### config.mk
export PLATFORM = sky130hd
export DESIGN_NAME = vga_sync_timing_flat
export DESIGN_NICKNAME = d
export VERILOG_FILES = /design/src/rtl/vga_pkg.sv /design/src/rtl/vga_sync_timing_if.sv /design/src/rtl/vga_axis_counter.sv /design/src/rtl/vga_sync_timing.sv /design/src/flat_wrapper.sv
export SDC_FILE = /design/constraint.sdc
export NUM_CORES = 1
export LEC_CHECK = 0
export CAP_MARGIN = 20
export CORE_UTILIZATION = 42
export CTS_BUF_LIST = sky130_fd_sc_hd__clkbuf_4
export CTS_CLUSTER_DIAMETER = 60
export CTS_CLUSTER_SIZE = 25
export DETAILED_ROUTE_END_ITERATION = 12
export PLACE_DENSITY = 0.77
export RECOVER_POWER = 25
export SETUP_SLACK_MARGIN = 0.1
export SKIP_LAST_GASP = 1
export SYNTH_ARGS = -nofsm -noshare
export SYNTH_HDL_FRONTEND = slang
export SYNTH_SLANG_ARGS = --single-unit
### constraint.sdc
create_clock -name vga_clk -period 2 [get_ports vga_clk]
set_input_delay 0.5 -clock vga_clk [delete_from_list [all_inputs] [get_ports vga_clk]]
set_output_delay 0.5 -clock vga_clk [all_outputs]
set_load 0.01 [all_outputs]
### src/rtl/vga_pkg.sv
// ----------------------------------------------------------------------------
// vga_pkg
// Shared constants and types for the VGA raster timing block.
//   - 640x480@60 timing defaults (25 MHz pixel clock)
//   - derived line/frame totals
//   - counter, coordinate and colour widths
//   - packed RGB triple type
//   - inclusive window compare helper used for the sync regions
// ----------------------------------------------------------------------------
package vga_pkg;

    // Horizontal timing in pixel clocks
    localparam int VGA_H_ACTIVE = 32'd640;
    localparam int VGA_H_FP     = 32'd16;
    localparam int VGA_H_SYNC   = 32'd96;
    localparam int VGA_H_BP     = 32'd48;

    // Vertical timing in lines
    localparam int VGA_V_ACTIVE = 32'd480;
    localparam int VGA_V_FP     = 32'd10;
    localparam int VGA_V_SYNC   = 32'd2;
    localparam int VGA_V_BP     = 32'd33;

    localparam int VGA_H_TOTAL = VGA_H_ACTIVE + VGA_H_FP + VGA_H_SYNC + VGA_H_BP;
    localparam int VGA_V_TOTAL = VGA_V_ACTIVE + VGA_V_FP + VGA_V_SYNC + VGA_V_BP;

    // Widths
    localparam int CNT_W = 32'd10;
    localparam int COL_W = 32'd10;
    localparam int ROW_W = 32'd9;
    localparam int RGB_W = 32'd4;

    // One pixel's colour as it travels to the pins
    typedef struct packed {
        logic [RGB_W-1:0] r;
        logic [RGB_W-1:0] g;
        logic [RGB_W-1:0] b;
    } rgb_t;

    // True when value lies in the inclusive range [lo, hi]
    function automatic logic in_window(input logic [CNT_W-1:0] value,
                                       input logic [CNT_W-1:0] lo,
                                       input logic [CNT_W-1:0] hi);
        return (value >= lo) && (value <= hi);
    endfunction

endpackage

### src/rtl/vga_sync_timing_if.sv
// ----------------------------------------------------------------------------
// vga_sync_timing_if
// Pixel-colour interface between the raster timing block and the colour
// generator.
//   col, row      : current visible coordinate (0 outside the active region)
//   video_on      : current coordinate is visible
//   frame_start   : high for the single pixel (0,0) of each frame
//   red_in/green_in/blue_in : generator colour for the current coordinate
// master = timing side, slave = colour generator side.
// ----------------------------------------------------------------------------
interface vga_sync_timing_if;
    import vga_pkg::*;

    logic [COL_W-1:0] col;
    logic [ROW_W-1:0] row;
    logic             video_on;
    logic             frame_start;
    logic [RGB_W-1:0] red_in;
    logic [RGB_W-1:0] green_in;
    logic [RGB_W-1:0] blue_in;

    modport master (
        output col,
        output row,
        output video_on,
        output frame_start,
        input  red_in,
        input  green_in,
        input  blue_in
    );

    modport slave (
        input  col,
        input  row,
        input  video_on,
        input  frame_start,
        output red_in,
        output green_in,
        output blue_in
    );

endinterface

### src/rtl/vga_axis_counter.sv
// ----------------------------------------------------------------------------
// vga_axis_counter
// One raster axis: counts 0 .. ACTIVE+FP+SYNC+BP-1 and wraps.
//   clk, rst_n : pixel clock, asynchronous active-low reset
//   enable     : advance by one on this clock
//   count      : current position on the axis
//   active     : count is inside the visible region
//   sync_raw   : sync level for the current count (SYNC_ACTIVE inside the
//                sync pulse, its inverse elsewhere)
//   wrap       : this clock advances the counter from its last value to 0
// ----------------------------------------------------------------------------
module vga_axis_counter
    import vga_pkg::*;
#(
    parameter int   ACTIVE      = VGA_H_ACTIVE,
    parameter int   FP          = VGA_H_FP,
    parameter int   SYNC        = VGA_H_SYNC,
    parameter int   BP          = VGA_H_BP,
    parameter logic SYNC_ACTIVE = 1'b0
) (
    input  logic             clk,
    input  logic             rst_n,
    input  logic             enable,
    output logic [CNT_W-1:0] count,
    output logic             active,
    output logic             sync_raw,
    output logic             wrap
);

    localparam int TOTAL = ACTIVE + FP + SYNC + BP;

    localparam logic [CNT_W-1:0] LAST_C    = CNT_W'(TOTAL - 32'd1);
    localparam logic [CNT_W-1:0] ACTIVE_C  = CNT_W'(ACTIVE);
    localparam logic [CNT_W-1:0] SYNC_LO_C = CNT_W'(ACTIVE + FP);
    localparam logic [CNT_W-1:0] SYNC_HI_C = CNT_W'(ACTIVE + FP + SYNC - 32'd1);

    logic [CNT_W-1:0] count_r;
    logic [CNT_W-1:0] count_nxt_s;
    logic             at_last_s;

    assign at_last_s = (count_r == LAST_C);

    // Next position: hold unless enabled, wrap to zero after the last position
    always_comb begin
        count_nxt_s = count_r;
        if (enable) begin
            if (at_last_s) begin
                count_nxt_s = {CNT_W{1'b0}};
            end else begin
                count_nxt_s = count_r + {{(CNT_W-1){1'b0}}, 1'b1};
            end
        end else begin
            count_nxt_s = count_r;
        end
    end

    // Position register
    always_ff @(posedge clk or negedge rst_n) begin
        if (!rst_n) begin
            count_r <= {CNT_W{1'b0}};
        end else begin
            count_r <= count_nxt_s;
        end
    end

    assign count    = count_r;
    assign active   = (count_r < ACTIVE_C);
    assign sync_raw = in_window(count_r, SYNC_LO_C, SYNC_HI_C) ? SYNC_ACTIVE : ~SYNC_ACTIVE;
    assign wrap     = enable && at_last_s;

endmodule

### src/rtl/vga_sync_timing.sv
// ----------------------------------------------------------------------------
// vga_sync_timing
// Owns the VGA raster. Publishes the current coordinate to the colour
// generator over the pixel interface, takes its colour back and registers
// colour and sync together into the pin stage.
//   vga_clk     : pixel clock (25 MHz for 640x480@60), the only clock
//   rst_n       : asynchronous active-low reset
//   pix         : pixel-colour interface (col, row, video_on, frame_start out;
//                 red_in, green_in, blue_in in)
//   vga_r/g/b   : registered colour to pins, zero outside the visible region
//   vga_hs/vs   : registered sync to pins
// Pin outputs lag col/row by exactly one clock; colour and sync share that lag
// so they stay aligned at the connector.
// ----------------------------------------------------------------------------
module vga_sync_timing
    import vga_pkg::*;
#(
    parameter int   H_ACTIVE    = VGA_H_ACTIVE,
    parameter int   H_FP        = VGA_H_FP,
    parameter int   H_SYNC      = VGA_H_SYNC,
    parameter int   H_BP        = VGA_H_BP,
    parameter int   V_ACTIVE    = VGA_V_ACTIVE,
    parameter int   V_FP        = VGA_V_FP,
    parameter int   V_SYNC      = VGA_V_SYNC,
    parameter int   V_BP        = VGA_V_BP,
    parameter logic SYNC_ACTIVE = 1'b0
) (
    input  logic              vga_clk,
    input  logic              rst_n,
    vga_sync_timing_if.master pix,
    output logic [RGB_W-1:0]  vga_r,
    output logic [RGB_W-1:0]  vga_g,
    output logic [RGB_W-1:0]  vga_b,
    output logic              vga_hs,
    output logic              vga_vs
);

    localparam int H_TOTAL = H_ACTIVE + H_FP + H_SYNC + H_BP;
    localparam int V_TOTAL = V_ACTIVE + V_FP + V_SYNC + V_BP;

    localparam logic [CNT_W-1:0] V_ACTIVE_C = CNT_W'(V_ACTIVE);

    // The counters are 10 bits wide and row is 9 bits wide
    if ((H_TOTAL > 32'd1024) || (V_TOTAL > 32'd1024) || (V_ACTIVE > 32'd512)) begin : g_bad_timing
        $error("vga_sync_timing: timing parameters exceed counter or row width");
    end

    logic [CNT_W-1:0] h_cnt_s;
    logic [CNT_W-1:0] v_cnt_s;
    logic             h_active_s;
    logic             v_active_s;
    logic             hsync_raw_s;
    logic             vsync_raw_s;
    logic             h_wrap_s;
    logic             v_wrap_s;
    logic             video_on_s;
    rgb_t             pix_rgb_s;
    rgb_t             pin_rgb_r;
    logic             vga_hs_r;
    logic             vga_vs_r;
    logic             frame_start_r;

    vga_axis_counter #(
        .ACTIVE      (H_ACTIVE),
        .FP          (H_FP),
        .SYNC        (H_SYNC),
        .BP          (H_BP),
        .SYNC_ACTIVE (SYNC_ACTIVE)
    ) u_h_axis (
        .clk      (vga_clk),
        .rst_n    (rst_n),
        .enable   (1'b1),
        .count    (h_cnt_s),
        .active   (h_active_s),
        .sync_raw (hsync_raw_s),
        .wrap     (h_wrap_s)
    );

    // Lines advance on the last pixel of each line, so both axes wrap together
    vga_axis_counter #(
        .ACTIVE      (V_ACTIVE),
        .FP          (V_FP),
        .SYNC        (V_SYNC),
        .BP          (V_BP),
        .SYNC_ACTIVE (SYNC_ACTIVE)
    ) u_v_axis (
        .clk      (vga_clk),
        .rst_n    (rst_n),
        .enable   (h_wrap_s),
        .count    (v_cnt_s),
        .active   (v_active_s),
        .sync_raw (vsync_raw_s),
        .wrap     (v_wrap_s)
    );

    assign video_on_s = h_active_s && v_active_s;

    // Coordinates read as 0 in blanking; row compares the full count so a
    // line number above V_ACTIVE can never alias into the 9-bit row.
    assign pix.col      = h_active_s ? h_cnt_s[COL_W-1:0] : {COL_W{1'b0}};
    assign pix.row      = (v_cnt_s < V_ACTIVE_C) ? v_cnt_s[ROW_W-1:0] : {ROW_W{1'b0}};
    assign pix.video_on = video_on_s;

    assign pix_rgb_s.r = pix.red_in;
    assign pix_rgb_s.g = pix.green_in;
    assign pix_rgb_s.b = pix.blue_in;

    // frame_start: set by the edge that wraps both axes, i.e. high exactly
    // while the raster sits at (0,0); reset also lands on (0,0).
    always_ff @(posedge vga_clk or negedge rst_n) begin
        if (!rst_n) begin
            frame_start_r <= 1'b1;
        end else begin
            frame_start_r <= v_wrap_s;
        end
    end

    assign pix.frame_start = frame_start_r;

    // Pin stage: one clock of latency for colour and sync alike, colour blanked
    always_ff @(posedge vga_clk or negedge rst_n) begin
        if (!rst_n) begin
            pin_rgb_r <= {(3*RGB_W){1'b0}};
            vga_hs_r  <= ~SYNC_ACTIVE;
            vga_vs_r  <= ~SYNC_ACTIVE;
        end else begin
            if (video_on_s) begin
                pin_rgb_r <= pix_rgb_s;
            end else begin
                pin_rgb_r <= {(3*RGB_W){1'b0}};
            end
            vga_hs_r <= hsync_raw_s;
            vga_vs_r <= vsync_raw_s;
        end
    end

    assign vga_r  = pin_rgb_r.r;
    assign vga_g  = pin_rgb_r.g;
    assign vga_b  = pin_rgb_r.b;
    assign vga_hs = vga_hs_r;
    assign vga_vs = vga_vs_r;

endmodule
### src/flat_wrapper.sv
// flat-port wrapper written by rule: the top's interface ports become plain ports
module vga_sync_timing_flat import vga_pkg::*;
#(
    parameter int   H_ACTIVE    = VGA_H_ACTIVE,
    parameter int   H_FP        = VGA_H_FP,
    parameter int   H_SYNC      = VGA_H_SYNC,
    parameter int   H_BP        = VGA_H_BP,
    parameter int   V_ACTIVE    = VGA_V_ACTIVE,
    parameter int   V_FP        = VGA_V_FP,
    parameter int   V_SYNC      = VGA_V_SYNC,
    parameter int   V_BP        = VGA_V_BP,
    parameter logic SYNC_ACTIVE = 1'b0
)
  (vga_clk, rst_n, vga_r, vga_g, vga_b, vga_hs, vga_vs, pix_col, pix_row, pix_video_on, pix_frame_start, pix_red_in, pix_green_in, pix_blue_in);
  vga_sync_timing_if pix_i ();
  input  logic vga_clk;
  input  logic rst_n;
  output logic [RGB_W-1:0] vga_r;
  output logic [RGB_W-1:0] vga_g;
  output logic [RGB_W-1:0] vga_b;
  output logic vga_hs;
  output logic vga_vs;
  output wire logic [$bits(pix_i.col)-1:0] pix_col;
  output wire logic [$bits(pix_i.row)-1:0] pix_row;
  output wire logic [$bits(pix_i.video_on)-1:0] pix_video_on;
  output wire logic [$bits(pix_i.frame_start)-1:0] pix_frame_start;
  input wire logic [$bits(pix_i.red_in)-1:0] pix_red_in;
  input wire logic [$bits(pix_i.green_in)-1:0] pix_green_in;
  input wire logic [$bits(pix_i.blue_in)-1:0] pix_blue_in;
  assign pix_col = pix_i.col;
  assign pix_row = pix_i.row;
  assign pix_video_on = pix_i.video_on;
  assign pix_frame_start = pix_i.frame_start;
  assign pix_i.red_in = pix_red_in;
  assign pix_i.green_in = pix_green_in;
  assign pix_i.blue_in = pix_blue_in;
  vga_sync_timing #(.H_ACTIVE(H_ACTIVE), .H_FP(H_FP), .H_SYNC(H_SYNC), .H_BP(H_BP), .V_ACTIVE(V_ACTIVE), .V_FP(V_FP), .V_SYNC(V_SYNC), .V_BP(V_BP), .SYNC_ACTIVE(SYNC_ACTIVE)) u_core (.vga_clk(vga_clk), .rst_n(rst_n), .pix(pix_i), .vga_r(vga_r), .vga_g(vga_g), .vga_b(vga_b), .vga_hs(vga_hs), .vga_vs(vga_vs));
endmodule
==> impl_metrics.csv <==
group,metric,value,unit
timing,fmaxAchievable,514,MHz
placed_design,place_congestion,0.819,
routing,routed_wl,3610,um
worst_setup_path,arrival_worst_endpoint,1440,ps
routing,drtAntennaViolNets,0,
worst_setup_path,critPathKind,"flip-flop to output port",
cells_and_area,postLayoutCoreUtil,65.6,%
synth,dominant_cells_by_area_after_synthesis,"dfrtp_1 48%, and2_1 7.1%, and3_1 6.0%",
power_and_ir_drop,total_leakage_power,1.18,nW
synth,synth_fp_nets,172,
global_route,grt_max_degree,36,
synth,yosys_most_used_dff,"dfrtp_1",
power_and_ir_drop,p_seq_share,55.3,%
floorplanning,die_x,65.2,um
timing,slew_margin_rel,44.8,%
power_and_ir_drop,power.internal,1.03,mW
timing,tightest_slew,828,ps
timing,fin_setup_tns,0,ps
routing,drt-initial-drc-count,29,
worst_setup_path,critPathMaxStageDelay,390,ps
timing,grt_setup_unrepaired,"yes",
power_and_ir_drop,power.combinational.fraction,6.0,%
floorplanning,boundary_pins,49,
synth,post-synth-top-area-fraction,47.7,%
synth,netlist_top_cells_count,"32 x dfrtp_1, 19 x and2_1, 16 x and3_1",
synth,synth-async-reset-ratio,100,%
timing,finalHoldViolations,0,
clocking,clock_latency,350,ps
synth,synthesis.instances,154,
timing,fin_skew,7.80,ps
global_route,grt_util_all_layers,19.5,%
worst_setup_path,cp_max_fo,6,
floorplanning,placeableCoreArea,3740,um2
hold_path,holdCritStartpoint,"u_core.u_h_axis.count[0]",
global_route,global_route.overflow_total,0,
worst_setup_path,cp-end-kind,"output port",
placed_design,place.detailed.instances,262,
synth,synth_cell_type_count,35,
clocking,clock_tree.htree_level_count,2,
timing,ratio_of_final_minimum_period_to_clock_period,97.2,%
placed_design,placement.io_buffers,48,
synth,seq_area_frac_synth,52.4,%
synth,synth.most_common_cell,"dfrtp_1",
cells_and_area,final_layout_size_suffix_gt1_share,32.5,%
hold_path,timing.hold.worst.class,"flip-flop to flip-flop",
power_and_ir_drop,power_per_cell_area,532,nW/um2
clocking,cts.clk_slew.worst_paths,100,ps
routing,remaining_drc_errors,0,
cells_and_area,antenna_cells_inserted,0,
timing,finalSetupViolations,0,
cells_and_area,final-instance-count-excl-fill,276,
synth,synth.ff_latch_count,35,
floorplanning,floorplan.rows,22,
synth,ys_warn_count,0,
cells_and_area,final_nets,245,
routing,route.vias.total,1381,
synth,post_synth_instance_area,1680,um2
routing,route.detailed.wl_per_inst,13.1,um
routing,vias_per_cell,5.00,
synth,postSynthAreaPerCell,10.9,um2
clocking,clockRootBuffer,"clkbuf_4",
clocking,cts_inserted_buffers,5,
placed_design,estimated_wirelength_of_the_detail_placed_design,2700,um
timing,fin_crit,1940,ps
worst_setup_path,startpoint_kind_of_the_worst_setup_timing_path,"flip-flop",
worst_setup_path,critPathTopFamily,"flip-flops",
power_and_ir_drop,net-switching-power,0.276,mW
worst_setup_path,worst_ep_required_time,1500,ps
synth,yosys.area.top_type,"dfrtp_1",
clocking,ctsLongestPathBuffers,2,
flow_run,cap_violations,0,
power_and_ir_drop,peak_supply_drop,0.000265,V
power_and_ir_drop,fin_total_pwr,1.31,mW
synth,synth_edf_count,0,
cells_and_area,synthToLayoutAreaGrowth,46.5,%
global_route,first_global_vias,1407,
floorplanning,initial_util,44.8,%
worst_setup_path,timing.critical_path.cells,"and3_4, a21oi_4, buf_4, and2_1, buf_2",
timing,finalMaxSlewViolations,0,
floorplanning,fp.dieH,65.2,um
status,status,"finished, final reports clean",
clocking,total_clock_sinks,35,
global_route,grt_antenna_before_repair,0,
clocking,tritoncts,"built",
global_route,grt_pass1_wl,6270,um
power_and_ir_drop,power.share.switching,21.1,%
floorplanning,die_area,4250,um2
power_and_ir_drop,power.clock.fraction,38.8,%
routing,drt-pass1-iter-count,4,
worst_setup_path,crit_path_top_delay_cell,"dfrtp_1",
timing,hold_slack,572,ps
worst_setup_path,worstPathBufferInverterCount,2,
worst_setup_path,setup.worst_path.start,"u_core.u_v_axis.count[5]",
worst_setup_path,crit-reg2reg-launch,"u_core.u_h_axis.count[7]",
==> flip-flops by register name (all words and copies together), names as in the netlist <==
register,cells
u_core.pix.frame_start,1
u_core.vga_r,4
u_core.u_h_axis.count,10
u_core.vga_hs,1
u_core.u_v_axis.count,10
u_core.vga_g,4
u_core.vga_vs,1
u_core.vga_b,4
==> cells by family (layout without fill, tap and decap cells) <==
| logic type | count (synthesis) | after routing | synth area share (%) |
|---|---|---|---|
| simple gates | 78 | 78 | 29.0 |
| flops | 35 | 35 | 52.4 |
| buf+inv | 13 | 87 | 4.10 |
| xor+xnor | 12 | 12 | 6.26 |
| compound gates | 11 | 11 | 4.33 |
| fa+ha+maj | 4 | 4 | 2.98 |
| mux | 1 | 1 | 0.895 |
==> final timing paths <==
| check | to | slack, ps | cells past startpoint |
|---|---|---|---|
| worst min register to register | u_core.u_h_axis.count[0] | 570 | 2 |
| worst max register to register | u_core.u_v_axis.count[4] | 170 | 6 |
| max in group asynchronous | u_core.u_h_axis.count[9] | 710 | 2 |
| worst min-delay path | u_core.u_h_axis.count[0] | 570 | 2 |
| min in group asynchronous | u_core.u_v_axis.count[3] | 770 | 2 |
| worst max-delay path | pix_row[7] | 60 | 5 |
==> per-layer routing <==
metal  global-route usage (%)  share of wire [%]  vias up
met5                        0                  0        -
met4                     7.34                1.6        0
met3                     5.56                6.2        7
met2                     33.1                 49       49
met1                     23.3                 43      655
li1                         -                  -      670
==> cell usage in the layout (no fill, tap or decap), drive strengths merged, types with 2 or more instances in the layout <==
cell type / Yosys / layout
dfrtp: 32 / 32
clkdlybuf4s50: 0 / 24
nor3: 4 / 4
dfstp: 3 / 3
nor2b: 5 / 5
inv: 5 / 5
xor2: 3 / 3
nand4: 7 / 7
nor2: 10 / 10
clkbuf: 4 / 7
buf: 4 / 43
a21oi: 3 / 3
clkinv: 0 / 2
nand2: 5 / 5
and2: 19 / 19
ha: 4 / 4
dlygate4sd2: 0 / 4
nand3: 5 / 5
o21ai: 3 / 3
xnor2: 9 / 9
and3: 16 / 16
==> power groups by stage <==
stage	Sequential (mW)	Combinational [mW]	Clock, mW
CTS	0.722	0.0814	0.528
detailed placement	0.736	0.0809	0
global route	0.724	0.0858	0.556
floorplan	0.744	0.00768	0
finish	0.722	0.0781	0.507
global placement	0.736	0.0795	0
==> metrics by stage <==
step	area (um2)	setup slack, ps
4_1_cts	2370	-42.3
3_5_place_dp	2320	-84.7
6_report	2460	55.7
2_1_floorplan	1680	276
5_1_grt	2460	-23.7
3_3_place_gp	2320	-110
==> worst min-delay path: cells and delay by family (launching register included) <==
kind / cells / cell delay [ps]
simple gates: 1 / 40
buf+inv: 1 / 130
flops: 1 / 370
==> area by class of cell <==
cell class,count,area (um2)
Sequential cell,35,880
Timing Repair Buffer,74,641
Inverter,5,18.8
Tap cell,48,60.1
Fill cell,333,1290
Clock inverter,3,43.8
Multi-Input combinational cell,106,777
Clock buffer,5,37.5
==> repair_timing <==
action | in CTS | in global routing
hold buffers | 0 | 0
setup endpoints to repair | 23 | 26
pin swaps | 4 | 5
gates resized for setup | 83 | 24
setup buffers | 5 | 4
No activity file was read; power rests on OpenSTA's default activity.
